--- config.mk ---
export PLATFORM = sky130hd
export DESIGN_NAME = capture_write_ctrl
export DESIGN_NICKNAME = d
export VERILOG_FILES = /design/src/rtl/capture_write_ctrl.sv
export SDC_FILE = /design/constraint.sdc
export NUM_CORES = 1
export LEC_CHECK = 0
export CAP_MARGIN = 20
export CELL_PAD_IN_SITES_DETAIL_PLACEMENT = 1
export CELL_PAD_IN_SITES_GLOBAL_PLACEMENT = 1
export CORE_MARGIN = 4
export CORE_UTILIZATION = 30
export DETAILED_ROUTE_END_ITERATION = 10
export HOLD_SLACK_MARGIN = 0.1
export PLACE_DENSITY_LB_ADDON = 0.2
export REMOVE_ABC_BUFFERS = 1
export SETUP_SLACK_MARGIN = 0.05
export SLEW_MARGIN = 20
export SYNTH_ARGS = -nofsm -noshare
export SYNTH_HDL_FRONTEND = slang
export SYNTH_SLANG_ARGS = --single-unit
--- constraint.sdc ---
create_clock -name clk -period 12.5 [get_ports clk]
set_input_delay 2.5 -clock clk [delete_from_list [all_inputs] [get_ports clk]]
set_output_delay 2.5 -clock clk [all_outputs]
set_load 0.05 [all_outputs]
--- src/rtl/capture_write_ctrl.sv ---
// -----------------------------------------------------------------------------
// capture_write_ctrl
//   Sequences packet capture from the MAC-side word stream into a circular
//   buffer in SDRAM through an Avalon-MM write master (one word per transfer).
//
//   Configuration comes from the H2F register bank:
//     control[2] CAPT_EN, control[3] CLEAR (other bits ignored),
//     capt_buf_start (byte base, word aligned), capt_buf_size (bytes, word
//     multiple, non-zero). Both are latched when the block leaves IDLE.
//
//   Ports
//     clk, reset            : clock, asynchronous active-low reset
//     control               : CAPT_EN / CLEAR
//     capt_buf_start/_size  : buffer window
//     st_data/valid/sop/eop : packet stream in, st_ready back-pressure out
//     avm_address/write/
//     avm_writedata         : write master, stalled by avm_waitrequest
//     state                 : 00 IDLE, 01 ARMED, 10 CAPTURE, 11 ERROR
//     busy                  : in CAPTURE or a write outstanding
//     done, capt_buf_wrap   : sticky status, cleared by CLEAR (level)
//     last_write_addr       : address of the most recently completed write
// -----------------------------------------------------------------------------
module capture_write_ctrl #(
  parameter int N = 32
) (
  input  logic         clk,
  input  logic         reset,
  input  logic [N-1:0] control,
  input  logic [N-1:0] capt_buf_start,
  input  logic [N-1:0] capt_buf_size,
  input  logic [N-1:0] st_data,
  input  logic         st_valid,
  input  logic         st_sop,
  input  logic         st_eop,
  output logic         st_ready,
  output logic [N-1:0] avm_address,
  output logic         avm_write,
  output logic [N-1:0] avm_writedata,
  input  logic         avm_waitrequest,
  output logic [1:0]   state,
  output logic         busy,
  output logic         done,
  output logic         capt_buf_wrap,
  output logic [N-1:0] last_write_addr
);

  typedef enum logic [1:0] {
    S_IDLE    = 2'b00,
    S_ARMED   = 2'b01,
    S_CAPTURE = 2'b10,
    S_ERROR   = 2'b11
  } state_t;

  state_t cur_st, nxt_st;

  logic capt_en, clr;
  assign capt_en = control[2];
  assign clr     = control[3];

  // Remaining control bits are reserved.
  logic unused_ctrl;
  assign unused_ctrl = ^{control[N-1:4], control[1:0]};

  // Latched configuration and running write offset within the buffer.
  logic [N-1:0] start_q, size_q, offset_q;
  // The word in the write register is the last one of its packet.
  logic         eop_q;

  logic         cfg_bad, latch;
  logic         wr_done, pkt_end, wrap_hit;
  logic [N:0]   off_sum;
  logic [N-1:0] off_adv, off_cur;
  logic         accept, load;

  assign cfg_bad = (capt_buf_size == '0) | (|capt_buf_size[1:0]) |
                   (|capt_buf_start[1:0]);

  assign wr_done = avm_write & ~avm_waitrequest;
  assign pkt_end = wr_done & eop_q;

  // One extra bit so offset+4 cannot overflow against a size near 2^N.
  assign off_sum  = {1'b0, offset_q} + (N+1)'(4);
  assign wrap_hit = off_sum >= {1'b0, size_q};
  assign off_adv  = wrap_hit ? '0 : off_sum[N-1:0];
  // A word loaded in the same cycle another completes takes the advanced
  // offset; this is what allows back-to-back writes.
  assign off_cur  = wr_done ? off_adv : offset_q;

  // ---------------------------------------------------------------------------
  // Stream back-pressure
  // ---------------------------------------------------------------------------
  always_comb begin
    st_ready = 1'b0;
    case (cur_st)
      S_ARMED:   st_ready = 1'b1;
      // Free register or one draining this cycle; hold off anything after eop.
      S_CAPTURE: st_ready = ~(avm_write & eop_q) &
                            (~avm_write | ~avm_waitrequest);
      default:   st_ready = 1'b0;
    endcase
  end

  assign accept = st_valid & st_ready;
  // In ARMED only a sop starts a packet (and only while still enabled);
  // other words are swallowed. In CAPTURE everything is data, sop included.
  assign load   = accept & (((cur_st == S_ARMED) & capt_en & st_sop) |
                            (cur_st == S_CAPTURE));
  assign latch  = (cur_st == S_IDLE) & capt_en & ~cfg_bad;

  // ---------------------------------------------------------------------------
  // FSM
  // ---------------------------------------------------------------------------
  always_ff @(posedge clk or negedge reset) begin
    if (!reset) cur_st <= S_IDLE;
    else        cur_st <= nxt_st;
  end

  always_comb begin
    nxt_st = cur_st;
    case (cur_st)
      S_IDLE: begin
        if (capt_en) nxt_st = cfg_bad ? S_ERROR : S_ARMED;
      end
      S_ARMED: begin
        // Disable wins over a same-cycle sop: that word is dropped.
        if (!capt_en)              nxt_st = S_IDLE;
        else if (accept && st_sop) nxt_st = S_CAPTURE;
      end
      S_CAPTURE: begin
        // A packet is never truncated; CAPT_EN is looked at only at its end.
        if (pkt_end) nxt_st = capt_en ? S_ARMED : S_IDLE;
      end
      S_ERROR: begin
        if (!capt_en) nxt_st = S_IDLE;
      end
      default: nxt_st = S_IDLE;
    endcase
  end

  // ---------------------------------------------------------------------------
  // Configuration latch and buffer offset
  // ---------------------------------------------------------------------------
  always_ff @(posedge clk or negedge reset) begin
    if (!reset) begin
      start_q  <= '0;
      size_q   <= '0;
      offset_q <= '0;
    end else begin
      if (latch) begin
        start_q  <= capt_buf_start;
        size_q   <= capt_buf_size;
        offset_q <= '0;
      end else if (wr_done) begin
        offset_q <= off_adv;
      end
    end
  end

  // ---------------------------------------------------------------------------
  // Write register: held unchanged while the slave stalls
  // ---------------------------------------------------------------------------
  always_ff @(posedge clk or negedge reset) begin
    if (!reset) begin
      avm_write     <= 1'b0;
      avm_address   <= '0;
      avm_writedata <= '0;
      eop_q         <= 1'b0;
    end else begin
      if (load) begin
        avm_write     <= 1'b1;
        avm_address   <= start_q + off_cur;
        avm_writedata <= st_data;
        eop_q         <= st_eop;
      end else if (wr_done) begin
        avm_write <= 1'b0;
        eop_q     <= 1'b0;
      end
    end
  end

  // ---------------------------------------------------------------------------
  // Status back to the register bank
  // ---------------------------------------------------------------------------
  always_ff @(posedge clk or negedge reset) begin
    if (!reset) begin
      done            <= 1'b0;
      capt_buf_wrap   <= 1'b0;
      last_write_addr <= '0;
    end else begin
      if (wr_done) last_write_addr <= avm_address;

      // CLEAR beats any same-cycle set.
      if (clr)          done <= 1'b0;
      else if (pkt_end) done <= 1'b1;
      else if (latch)   done <= 1'b0;

      if (clr)                       capt_buf_wrap <= 1'b0;
      else if (wr_done && wrap_hit)  capt_buf_wrap <= 1'b1;
    end
  end

  assign state = cur_st;
  assign busy  = (cur_st == S_CAPTURE) | avm_write;

endmodule

Yosys cells after proc, flatten, opt, wreduce, memory -nomap -nowiden
Cells that the tools add are included.
{ "op_classes": {"n_addsub": 2, "n_mul": 0, "div_mod_pow": 0, "magnitude_cmp": 1, "n_eq_ne": 7, "shift": 0, "mux": 20, "bitwise": 19, "n_reduce_logical": 10} }
{ "ops": {"columns": ["op", "count"], "rows": [
  ["32-bit 2-to-1 mux", 3],
  ["32-bit by 3-bit adder with 33-bit output, second input constant", 1],
  ["33-bit by 32-bit greater-or-equal comparator with 1-bit output", 1],
  ["32-bit adder", 1],
  ["32-bit zero test", 1],
  ["2-bit 2-to-1 mux", 6],
  ["1-bit AND", 10],
  ["1-bit 2-to-1 mux", 9],
  ["2-bit case mux with 4 select lines", 1],
  ["2-bit inequality test, second input constant", 3],
  ["1-bit OR", 5],
  ["2-bit equality test, second input constant", 2],
  ["1-bit NOT", 4],
  ["4-bit AND reduction", 1],
  ["2-bit nonzero test", 2],
  ["2-bit OR reduction", 2],
  ["3-bit by 2-bit inequality test with 1-bit output, second input constant", 1],
  ["3-bit nonzero test", 1],
  ["2-bit by 1-bit equality test with 1-bit output, second input constant", 1],
  ["1-bit logical AND", 2],
  ["2-bit zero test", 1],
  ["1-bit case mux with 2 select lines", 1]
]} }
{ "totals": {"register_bits": 198, "latch_bits": 0, "ram_bits": 0, "romBits": 0, "inputBits": 134, "word_cells": 70, "n_memories": 0} }

Depth between registers and ports, before layout
Gate-level depths: netlist of the first run.
{ "logic_depth": {"word_depth": 9, "depth_mapped": 27, "depth_no_buf": 25} }

Worst setup path before layout of the first run
Ideal clock, no wire load.
{ "synth_path": {"path_kind": "in2out", "start": "in avm_waitrequest", "end": "out st_ready", "arrival_ps": 3479, "required_ps": 10000, "path_slack_ps": 6521, "path_stages": 3, "path_buffers": 0, "cell_sequence": "o21ai_0 a21oi_1 nor2b_1"} }
{ "synth_via": {"elab_chain_cells": 4} }
{ "synth_lines": {"columns": ["element", "line", "text"], "rows": [
  ["from (decl)", "39", "input logic avm_waitrequest,"],
  ["1-bit NOT", "98", "(~avm_write | ~avm_waitrequest);"],
  ["1-bit OR", "98", null],
  ["1-bit AND", "97", "S_CAPTURE: st_ready = ~(avm_write & eop_q) &"],
  ["1-bit case mux with 2 select lines", "94", "case (cur_st)"],
  ["to (decl)", "35", "output logic st_ready,"]
]} }
Every way passes these cells.

Worst setup path after layout of the first run
{ "layout_path": {"start": "reg offset_q[2]", "end": "reg avm_address[26]"} }
{ "layout_via": {"elab_chain_cells": 5} }
{ "layout_lines": {"columns": ["element", "line", "text"], "rows": [
  ["from (decl)", "65", "logic [N-1:0] start_q, size_q, offset_q;"],
  ["from (signal assigned)", "154", "offset_q <= off_adv;"],
  ["32-bit by 3-bit adder with 33-bit output", "82", "assign off_sum = {1'b0, offset_q} + (N+1)'(4);"],
  ["33-bit by 32-bit greater-or-equal comparator with 1-bit output", "83", "assign wrap_hit = off_sum >= {1'b0, size_q};"],
  ["32-bit 2-to-1 mux", "84", "assign off_adv = wrap_hit ? '0 : off_sum[N-1:0];"],
  ["32-bit 2-to-1 mux (*)", null, null],
  ["32-bit adder (*)", "171", "avm_address <= start_q + off_cur;"],
  ["to (signal assigned)", "171", null],
  ["to (decl)", "36", "output logic [N-1:0] avm_address,"]
]} }
Mark *: on every way between the ends. The rest lies on a longest branch, timed or not.
A chain may end at the register's enable or synchronous reset.

==> metrics.txt, run 1 <==
Finished Layout Cells=1859; Die Span Y=199 um; Slew Limit Fails=0; Tcrit/Tclk final=0.580; Post-Synth Adder-Cell Area=0.0809; HP Class=flop to flop; worst slew pin tran=0.862 ns; Simple-Gate Fraction of Synth Area=0.216; die width=199 um; CTS clk-pin slew, worst paths=0.07 ns; antenna viol nets, final=0; # clock sinks=198; TritonCTS buffer count=17; Peak Freq=138 MHz; Detailed Route WL=31700 um; Fin. Hold Viols=0; synthesis-to-finish area growth=28.6%; Core ar.=35700 um^2; post-place instance area=13400 um^2; grt total ovfl=0; largest net degree at the start of global routing=95; first-pass GRT wire length=52000 um; via/cell ratio=4.86; CP startpoint kind=flop; initial drt markers=268; post-synthesis mux area share=0.0371; hold_ws=0.476 ns; register area share after synthesis=0.454; EDFF count, synth=0; HPWL Detailed=23000 um; GRT Util Overall=0.164; post-cts resize count=0; fin crit period=7.25 ns; PnR worst setup slack=5.25 ns; #FFs+latches synth=198; clk_skew=0.0107 ns; peak supply drop=0.117 mV; Most used DFF post-synth=dfrtp_1; synthesized area=10900 um^2; full die area=39500 um^2; initial antenna violation count=0; port bufs=206; # DRC=0; Synth Area in XOR/XNOR=0.0409; share of cells above drive strength 1=0.0744; RSZ-0062 raised after global routing=no; Mapped Cells=1205; post-CTS setup buffers=0; commonest non-fill, non-tap cell in the layout=nand2_1; aggregate negative setup slack=0 ns; CTS max path bufs=2; CTS tree=done; WP data arrival=7.58 ns; drt first pass iters=4; leakage=6.74 nW; Post-CTS Hold Buffers=0; most frequent cells in the layout=nand2_1, clkdlybuf4s50_1, dfrtp_1; wire per inst=17.0 um; Post-Place Cells=1827; crit path kind=flop to flop; I/O Pins=237; FP Rows=69; Clk Latency, worst-skew pair=0.45 ns; via count=9031; initial core utilization=0.305; Max Cap Viol=0; Critical Path RT=12.83 ns; post-place setup slack=5.16 ns; vias in the first global route=9595; H-tree Lvls=4; Setup Viol. Count Final=0; Synth Warn #=0; placer's final routability congestion estimate=0.782; # diodes=0; Final #Nets=1590; ys async rst share=1.00; Syn Area/Cell=9.06 um^2; Power Dens Cells=200 nW/um^2; CP endpoint kind=flop; Synth cell types=66; Compound-Gate Fraction of Synth Area=0.129; Slew HR=0.426; peak fanout along the critical path=34; main combinational cell family by area after synthesis=simple AND/OR/NAND/NOR gates; CTS root buffer=clkbuf_16; status=completed; fin area=14000 um^2
## logic make-up (layout without fill, tap and decap cells)
group,Yosys count,count (layout)
xor+xnor,51,51
buf+inv,120,313
compound gates,227,227
simple gates,503,503
flops,198,198
fa+ha+maj,70,70
mux,36,36
## state kept, by name, indices dropped and copies added (netlist names)
| register | flops |
|---|---|
| avm_writedata | 32 |
| state | 2 |
| capt_buf_wrap | 1 |
| last_write_addr | 32 |
| avm_write | 1 |
| size_q | 32 |
| avm_address | 32 |
| start_q | 32 |
| offset_q | 32 |
| done | 1 |
| eop_q | 1 |
## layer usage
layer  track usage  routed length (um)
met3        0.0417                1530
met1         0.225               15300
met2         0.262               14500
met4        0.0380                 342
met5             0                   0
## worst max-delay path: stages (launching register included)
cell	delay, ns
dfrtp_1	0.45
ha_1	0.33
nand2_1	0.17
or3_2	0.53
inv_1	0.09
and3_1	0.17
xnor2_1	0.17
inv_1	0.10
ha_1	0.31
nand4_1	0.19
nor4_1	0.61
a221oi_1	0.20
o2111ai_1	0.23
a21bo_1	0.17
buf_4	0.35
a21oi_1	0.15
ha_1	0.27
fa_1	0.44
a211oi_1	0.32
o21ai_0	0.28
nand4_1	0.18
nand3_1	0.22
a211oi_1	0.61
o21a_1	0.26
xnor2_1	0.08
mux2_2	0.26
## power breakdown
part           internal, mW  switching (mW)
Combinational         0.454           0.828
Clock                 0.305           0.255
Sequential            0.852           0.118
## area by class of cell
class	count	area, um^2
repair buffers	215	2150
clock inverters	11	126
fillers	4142	21700
well taps	461	577
flip-flops and latches	198	4950
inverters	67	251
multi-input cells	887	5520
clock buffers	20	457
## per-stage QoR
| step | total power [mW] | util |
|---|---|---|
| floorplan | 1.81 | - |
| global placement | 2.25 | 0.376 |
| detailed placement | 2.27 | 0.376 |
| CTS | 2.86 | 0.392 |
| global route | 3.01 | 0.393 |
| finish | 2.81 | 0.393 |
## cell usage after synthesis, types with 3 or more instances
cell,instances,area [um^2]
a21oi_1,42,210
mux2_2,36,405
xnor2_1,26,228
o21a_1,5,37.5
buf_1,8,30.0
inv_1,67,251
or3_1,3,18.8
nor3_1,9,45.0
nand2_1,305,1140
dfrtp_1,198,4950
and2_1,34,213
buf_2,3,15.0
o31ai_1,21,158
xor2_1,25,219
nor4_1,10,62.6
a22o_1,9,78.8
ha_1,69,863
or2_2,5,31.3
and3_1,11,68.8
nor2b_1,6,37.5
nor3b_1,5,37.5
o21ai_0,90,450
nor2_1,28,105
nand2b_1,4,25.0
a31oi_1,4,25.0
nand3_1,34,170
o211ai_1,7,52.6
a211oi_1,13,97.6
clkbuf_1,41,154
and4_1,6,52.6
nand3b_1,4,30.0
a21o_1,15,113
nand4_1,21,131
## path summary, 6_finish.rpt
kind                                                start                             end  slack (ns)  cells after the start
min reg2reg                last_write_addr[5]$_DFFE_PN0P_  last_write_addr[5]$_DFFE_PN0P_        0.48                      2
max reg2reg                         offset_q[2]$_DFF_PN0_     avm_address[26]$_DFFE_PN0P_        5.25                     25
max in group asynchronous                           reset          start_q[7]$_DFFE_PN0P_        9.00                      2
min                        last_write_addr[5]$_DFFE_PN0P_  last_write_addr[5]$_DFFE_PN0P_        0.48                      2
max                                 offset_q[2]$_DFF_PN0_     avm_address[26]$_DFFE_PN0P_        5.25                     25
min in group asynchronous                           reset   avm_writedata[15]$_DFFE_PN0P_        2.07                      1
(Power assumes the default switching activity.)
==> run 2: changes to the inputs <==
==> constraint.sdc (replaced) <==
create_clock -name clk -period 6.4 [get_ports clk]
set_input_delay 1.28 -clock clk [delete_from_list [all_inputs] [get_ports clk]]
set_output_delay 1.28 -clock clk [all_outputs]
set_load 0.05 [all_outputs]
==> metrics.txt, run 2 (synthesized netlist as in run 1, its figures left out) <==
CTS clk-pin slew, worst paths=0.08 ns (was 0.07 ns); Power Dens Cells=383 nW/um^2 (was 200 nW/um^2); wire per inst=17.2 um (was 17.0 um); via/cell ratio=4.83 (was 4.86); largest net degree at the start of global routing=99 (was 95); HP Class=flop to flop (unchanged); flop2flop setup slack=0.39 ns (was 5.25 ns); peak supply drop=0.222 mV (was 0.117 mV); antenna viol nets, final=0 (unchanged); initial antenna violation count=0 (unchanged); initial drt markers=363 (was 268); H-tree Lvls=4 (unchanged); drt first pass iters=4 (unchanged); slowest CP cell=dfrtp_1 (was nor4_1); Final #Nets=1688 (was 1590); Slew Limit Fails=0 (unchanged); met2 usage=0.277 (was 0.262); Max Cap Viol=0 (unchanged); fin crit period=6.01 ns (was 7.25 ns); HPWL Detailed=25200 um (was 23000 um); first-pass GRT wire length=54600 um (was 52000 um); Fin. Hold Viols=0 (unchanged); WP data arrival=6.31 ns (was 7.58 ns); Die Span Y=199 um (unchanged); initial core utilization=0.305 (unchanged); # diodes=0 (unchanged); die width=199 um (unchanged); Slew HR=0.428 (was 0.426); status=completed (unchanged); Detailed Route WL=33700 um (was 31700 um); CTS max path bufs=2 (unchanged); # DRC=0 (unchanged); CP startpoint=offset_q[4]$_DFF_PN0_ (was offset_q[2]$_DFF_PN0_); leakage=7.26 nW (was 6.74 nW); met1 GRT Util=0.235 (was 0.225); gr busiest metal=met2 (unchanged); worst hold start=last_write_addr[4]$_DFFE_PN0P_ (was last_write_addr[5]$_DFFE_PN0P_); met3 Track Usage GR=0.0408 (was 0.0417); share of cells above drive strength 1=0.150 (was 0.0744); grt total ovfl=0 (unchanged); commonest non-fill, non-tap cell in the layout=nand2_1 (unchanged); CP endpoint kind=flop (unchanged); aggregate negative setup slack=0 ns (unchanged); CTS tree=done (unchanged); most frequent cells in the layout=nand2_1, clkdlybuf4s50_1, dfrtp_1 (unchanged); peak fanout along the critical path=6 (was 34); multi-input logic area=5650 um^2 (was 5520 um^2); FP Rows=69 (unchanged); placer's final routability congestion estimate=0.831 (was 0.782); Fill cells=4126 (was 4142); worst slew pin tran=0.859 ns (was 0.862 ns); post-route core utilization=0.418 (was 0.393); I/O Pins=237 (unchanged); Peak Freq=166 MHz (was 138 MHz); Buf+Inv Stages, Crit Path=7 (was 3); synthesis-to-finish area growth=36.9% (was 28.6%); Worst path max stage delay=0.40 ns (was 0.61 ns); FF-to-FF Start=offset_q[4]$_DFF_PN0_ (was offset_q[2]$_DFF_PN0_); CTS root buffer=clkbuf_16 (unchanged); cell family with most CP delay=compound AO/OA/AOI/OAI gates (unchanged); fin area=14900 um^2 (was 14000 um^2); FF/Latch Area=4960 um^2 (was 4950 um^2); Tcrit/Tclk final=0.939 (was 0.580); RSZ-0062 raised after global routing=yes (was no); clk_skew=0.0131 ns (was 0.0107 ns); Final Power=5.73 mW (was 2.81 mW); CP startpoint kind=flop (unchanged); TritonCTS buffer count=17 (unchanged); Core ar.=35700 um^2 (unchanged); CP most frequent cell=buf_4 (was ha_1); hold_ws=0.477 ns (was 0.476 ns); Critical Path RT=6.70 ns (was 12.83 ns); full die area=39500 um^2 (unchanged); # clock sinks=198 (unchanged); crit path kind=flop to flop (unchanged); port bufs=206 (unchanged); vias in the first global route=10300 (was 9595); Setup Viol. Count Final=0 (unchanged); GRT Util Overall=0.173 (was 0.164); Clk Latency, worst-skew pair=0.45 ns (about the same); post-place instance area=14100 um^2 (was 13400 um^2); via count=9461 (was 9031)
## run 2: changes by cell type in the layout (fill, tap and decap cells not counted), moves of 3 or more
cell      change
o31ai_1       -3
o31ai_2       +3
a211oi_1      -5
clkinv_4      -3
buf_4        +98
a211oi_2      +5
## run 2: final timing paths
check                                                  to  cells past startpoint
max                           avm_address[17]$_DFFE_PN0P_                     29
min                        last_write_addr[4]$_DFFE_PN0P_                      2
max reg2reg                   avm_address[17]$_DFFE_PN0P_                     29
min reg2reg                last_write_addr[4]$_DFFE_PN0P_                      2
max in group asynchronous      avm_address[5]$_DFFE_PN0P_                      2
min in group asynchronous    avm_writedata[7]$_DFFE_PN0P_                      1
## run 2: layout make-up
class | instances | share of cell area
Multi-Input combinational cell | 887 | 0.378
Sequential cell | 198 | 0.332
Timing Repair Buffer | 313 | 0.193
Tap cell | 461 | 0.0386
Clock buffer | 20 | 0.0312
Inverter | 67 | 0.0168
Clock inverter | 11 | 0.0115
## run 2: tightest hold or removal path: cells and delay by family, from the launching register on
kind	cells	cell delay, ns
flip-flops	1	0.34
AND/OR/NAND/NOR	2	0.11
## run 2: what timing repair did
action,in CTS,in global routing
endpoints found under the setup margin,5,21
pin swaps,1,9
buffers inserted,0,9
gates cloned,0,0
hold buffers,0,0
gates resized for setup,4,22
## run 2: layer usage
metal  share of wire  wire length (um)
met5               0                 0
met2            0.46             15600
met1            0.47             16000
met4           0.015               509
met3           0.047              1600
## run 2: metrics by stage
step,setup slack [ns],cells
detailed placement,-0.0378,1917
global placement,0.132,1917
CTS,0.0727,1948
floorplan,0.207,1152
finish,0.392,1957
global route,0.0332,1957
## run 2: power by group
group | switching, mW | total [mW] | internal [mW]
clock network | 0.504 | 1.19 | 0.686
logic | 1.67 | 2.64 | 0.975
registers | 0.236 | 1.90 | 1.66
total | 2.41 | 5.73 | 3.32
==> run 3: changes to the inputs <==
--- a/config.mk
+++ b/config.mk
@@ -11,6 +11,7 @@
 export CORE_MARGIN = 4
 export CORE_UTILIZATION = 30
 export DETAILED_ROUTE_END_ITERATION = 10
+export GPL_TIMING_DRIVEN = 1
 export HOLD_SLACK_MARGIN = 0.1
 export PLACE_DENSITY_LB_ADDON = 0.2
 export REMOVE_ABC_BUFFERS = 1
==> results of run 3 <==
Final layout, timing and power as in run 2 (identical DEF).
